<file path="src/rtl/instruction_sequencer.sv">
// instruction_sequencer: fetches instruction words from a synchronous program
// memory, decodes them and hands each one to the datapath controller with a
// one-cycle config_en pulse. It then waits for ctrl_done and moves to the next
// address. The program stops on a halt word, the last address, abort or a
// watchdog timeout.
module instruction_sequencer #(
  parameter int ADDR_WIDTH = 10,
  parameter int PC_WIDTH   = 8,
  parameter int TIMEOUT    = 1024,
  parameter int CNT_WIDTH  = 16,
  localparam int IW        = 3 + 3*ADDR_WIDTH
) (
  input  logic                  clk,
  input  logic                  rst,
  input  logic                  start,
  input  logic                  abort,
  input  logic [PC_WIDTH-1:0]   start_pc,
  output logic                  instr_rd_en,
  output logic [PC_WIDTH-1:0]   instr_addr,
  input  logic [IW-1:0]         instr_data,
  input  logic                  ctrl_done,
  output logic                  config_en,
  output logic [1:0]            opcode,
  output logic [ADDR_WIDTH-1:0] op1_base_addr,
  output logic [ADDR_WIDTH-1:0] op2_base_addr,
  output logic [ADDR_WIDTH-1:0] out_base_addr,
  output logic                  busy,
  output logic                  halted,
  output logic                  error,
  output logic [CNT_WIDTH-1:0]  instr_count
);

  localparam int WD_W = $clog2(TIMEOUT + 1);
  localparam logic [WD_W-1:0] WD_LAST = WD_W'(TIMEOUT - 1);

  typedef enum logic [2:0] {
    S_IDLE, S_FETCH, S_DECODE, S_ISSUE, S_ARM, S_WAIT, S_HALT, S_ERR
  } state_t;

  state_t state, next;
  logic [PC_WIDTH-1:0] pc;
  logic [WD_W-1:0]     wdog;
  logic                idle_like;
  logic                launch;
  logic                pc_last;

  // The pc register drives the memory address directly, so it is a flop output.
  assign instr_addr = pc;
  assign idle_like  = (state == S_IDLE) || (state == S_HALT) || (state == S_ERR);
  assign launch     = start && !abort && idle_like;
  assign pc_last    = &pc;

  // Next-state logic. An abort overrides every other transition.
  always_comb begin
    next = state;
    unique case (state)
      S_IDLE, S_HALT, S_ERR: if (start) next = S_FETCH;
      S_FETCH:  next = S_DECODE;
      S_DECODE: next = instr_data[IW-1] ? S_HALT : S_ISSUE;
      S_ISSUE:  next = S_ARM;
      S_ARM:    next = S_WAIT;
      S_WAIT: begin
        if (ctrl_done)          next = pc_last ? S_HALT : S_FETCH;
        else if (wdog == WD_LAST) next = S_ERR;
      end
      default:  next = S_IDLE;
    endcase
    if (abort) next = S_IDLE;
  end

  // State register plus registered outputs. Status flags are decoded from the
  // next state, so they change in the same cycle the new state is entered.
  always_ff @(posedge clk) begin
    if (rst) begin
      state         <= S_IDLE;
      pc            <= '0;
      wdog          <= '0;
      instr_rd_en   <= 1'b0;
      config_en     <= 1'b0;
      busy          <= 1'b0;
      halted        <= 1'b0;
      error         <= 1'b0;
      opcode        <= '0;
      op1_base_addr <= '0;
      op2_base_addr <= '0;
      out_base_addr <= '0;
      instr_count   <= '0;
    end else begin
      state       <= next;
      instr_rd_en <= (next == S_FETCH);
      config_en   <= (next == S_ISSUE);
      busy        <= !((next == S_IDLE) || (next == S_HALT) || (next == S_ERR));
      halted      <= (next == S_HALT);
      error       <= (next == S_ERR);
      if (launch) begin
        pc          <= start_pc;
        instr_count <= '0;
      end
      if (!abort) begin
        unique case (state)
          S_DECODE: begin
            opcode        <= instr_data[IW-2:IW-3];
            op1_base_addr <= instr_data[3*ADDR_WIDTH-1:2*ADDR_WIDTH];
            op2_base_addr <= instr_data[2*ADDR_WIDTH-1:ADDR_WIDTH];
            out_base_addr <= instr_data[ADDR_WIDTH-1:0];
          end
          // A done still high from the previous op is ignored here.
          S_ARM: wdog <= '0;
          S_WAIT: begin
            if (ctrl_done) begin
              if (!(&instr_count)) instr_count <= instr_count + CNT_WIDTH'(1);
              // The last address ends the program; the pc never wraps.
              if (!pc_last) pc <= pc + PC_WIDTH'(1);
            end else begin
              wdog <= wdog + WD_W'(1);
            end
          end
          default: ;
        endcase
      end
    end
  end

endmodule

</file>
<file path="config.mk">
export PLATFORM = sky130hd
export DESIGN_NAME = instruction_sequencer
export DESIGN_NICKNAME = d
export VERILOG_FILES = /design/src/rtl/instruction_sequencer.sv
export SDC_FILE = /design/constraint.sdc
export NUM_CORES = 1
export LEC_CHECK = 0
export CAP_MARGIN = 10
export CORE_UTILIZATION = 50
export CTS_CLUSTER_SIZE = 10
export DETAILED_ROUTE_END_ITERATION = 6
export MAX_ROUTING_LAYER = met4
export PLACE_DENSITY_LB_ADDON = 0.25
export SYNTH_ARGS = -nofsm -noshare
export SYNTH_HDL_FRONTEND = slang
export SYNTH_SLANG_ARGS = --single-unit
</file>
<file path="constraint.sdc">
create_clock -name clk -period 5.45 [get_ports clk]
set_input_delay 1.09 -clock clk [delete_from_list [all_inputs] [get_ports clk]]
set_output_delay 1.09 -clock clk [all_outputs]
set_load 0.02 [all_outputs]
</file>
==> results.cfg <==
[die]
dieArea_um2 = 7310
ioPinCount = 107
initial_core_util_pct = 51.6
die_h_um = 85.5
fp-row-count = 30
core_area_um2 = 6760
die_width_um = 85.5

[logic_synthesis]
netlist_area_um2 = 3490
async_flop_share_pct = 0
synth_seq_cells = 75
synth_ff_type = dfxtp_1
yosys.cell_types.count = 64
synth_area_leaders = dfxtp_1, nand2_1, a21oi_1, nor2_1, nand3_1
yosysTopAreaCellShare_pct = 43.1
synth_area_per_cell_um2 = 8.05
yosysTopAreaCell = dfxtp_1
synth_nets = 482
synth_top_cells_by_count = nand2_1, dfxtp_1, a21oi_1
yosys_warnings = 0
postSynthCellCount = 433
synth_edf_count = 0
yosysSeqAreaShare_pct = 43.1
synth_most_common_cell = nand2_1

[sta]
hold_slack_ns = 0.454
setup_viol = 0
min_period_ns = 3.09
finalCritPeriodShare_pct = 56.8
slew_violations = 0
clock_skew_ns = 0.00924
rsz0062_at_grt = false
worst_pin_slew_ns = 1.11
slew_headroom_pct = 25.9
finalHoldViolations = 0
finalSetupTns_ns = 0
max_freq_mhz = 323

[clocking]
clk_path_buf_depth = 2
cts-root-buf = clkbuf_8
cts_tree = yes
cts-resized-gates = 0
post_cts_buffers = 0
clk_latency_ns = 0.35
ctsHoldBuffers = 0
clk_pin_slew_worst_paths_ns = 0.08
ctsHtreeMaxLevel = 3
cts_buffers = 9
clkSinkCount = 75

[job]
drv_cap = 0

[placement]
dp_hpwl_um = 6270
portBuffers = 106
routabilityCongestion = 0.969
place_area_um2 = 4550

[route]
firstDrtPassIters = 4
wire_per_inst_um = 14.8
vias = 3459
via_per_inst = 5.65
antenna_left = 0
drt_iter0_markers = 269
wl_um = 9030
drcViolationCount = 0

[setup_path]
cp_data_arrival_time_ns = 3.37
crit_fanout = 18
crit_required_ns = 5.73
critPathKind = in -> reg
end_kind = flip-flop
start_kind = input port

[power_and_ir_drop]
power.leakage_nw = 1.60
power_density_nw_per_um2 = 243
peakVddDrop_uv = 200

[outcome]
status = completed

[cells_and_area]
syn_to_final_growth_pct = 37.4
layout-drive-gt1-share_pct = 6.39
final_area_um2 = 4790
final_nets = 576
n_antenna_cell = 0

[global_routing]
grt_pass1_wl_um = 15100
grt_start_max_net_pins = 37
grtUsageTotal_pct = 26.8
antenna_found_initial = 0
grt_pass1_vias = 3163
gr-total-overflow = 0

[worst_hold_path]
hp-class = reg -> reg
cells by family after synthesis:
kind of cell	share of synthesized area, %
compound gates	20.3
xor+xnor	1.51
fa+ha+maj	1.08
buf+inv	4.20
flops	43.1
mux	0.897
simple gates	28.9
metal layers:
metal / GRT usage [%] / up-vias / share of wire [%]
met5: - / - / 0
met4: 7.12 / 0 / 0.94
met3: 8.85 / 10 / 8.1
met2: 39.2 / 134 / 45
met1: 35.8 / 1585 / 46
li1: - / 1730 / -
flip-flops by register name, indices dropped and copies added, names as in the netlist:
| register | cells |
|---|---|
| instr_addr | 8 |
| opcode | 2 |
| halted | 1 |
| busy | 1 |
| instr_count | 16 |
| error | 1 |
| instr_rd_en | 1 |
| state | 3 |
| config_en | 1 |
| op1_base_addr | 10 |
| op2_base_addr | 10 |
| out_base_addr | 10 |
| wdog | 11 |
area by class of cell:
class / instances / area (um2)
fill: 544 / 1970
multi-input combinational: 323 / 1840
sequential: 75 / 1500
timing repair buffer: 108 / 1070
clock buffer: 11 / 151
tap: 80 / 100
clock inverter: 5 / 83.8
inverter: 10 / 37.5
per-stage QoR:
stage	util, %	power, mW	cells	setup slack, ns
3_5_place_dp	67.4	0.676	596	2.03
3_3_place_gp	67.4	0.675	596	2.13
2_1_floorplan	-	0.620	433	3.00
4_1_cts	70.9	1.18	612	2.41
6_report	70.9	1.16	612	2.36
5_1_grt	70.9	1.21	612	2.24
worst max-delay path: stages:
cell             delay, ns
clkdlybuf4s50_1       0.69
nor3_2                0.54
o21a_1                0.61
o31ai_1               0.19
a211oi_2              0.24
path summary, 6_finish.rpt:
| path | startpoint | endpoint | slack, ns | cells after the start |
|---|---|---|---|---|
| worst min-delay path | op1_base_addr[1]$_SDFFE_PP0P_ | op1_base_addr[1]$_SDFFE_PP0P_ | 0.45 | 2 |
| worst max-delay path | abort | instr_count[9]$_SDFF_PP0_ | 2.36 | 5 |
| worst max register to register | instr_count[0]$_SDFF_PP0_ | instr_count[12]$_SDFF_PP0_ | 2.86 | 6 |
| worst min register to register | op1_base_addr[1]$_SDFFE_PP0P_ | op1_base_addr[1]$_SDFFE_PP0P_ | 0.45 | 2 |
where the power goes:
part | total [mW] | switching, mW | leakage [nW] | internal [mW]
registers | 0.564 | 0.00875 | 0.606 | 0.555
logic | 0.101 | 0.0487 | 0.883 | 0.0518
clock network | 0.498 | 0.213 | 0.112 | 0.284
cells in the final DEF, fill, tap and decap left out, drive strengths merged, types with 8 or more instances in the layout:
cell type	netlist	routed
clkdlybuf4s50	0	105
nand2	86	86
dfxtp	75	75
a21oi	62	62
nor2	26	26
nor3	16	16
nand3	14	14
clkbuf	17	11
inv	10	11
or3	10	10
o21ai	8	8
Note: power is estimated with default switching activity, not from simulation.
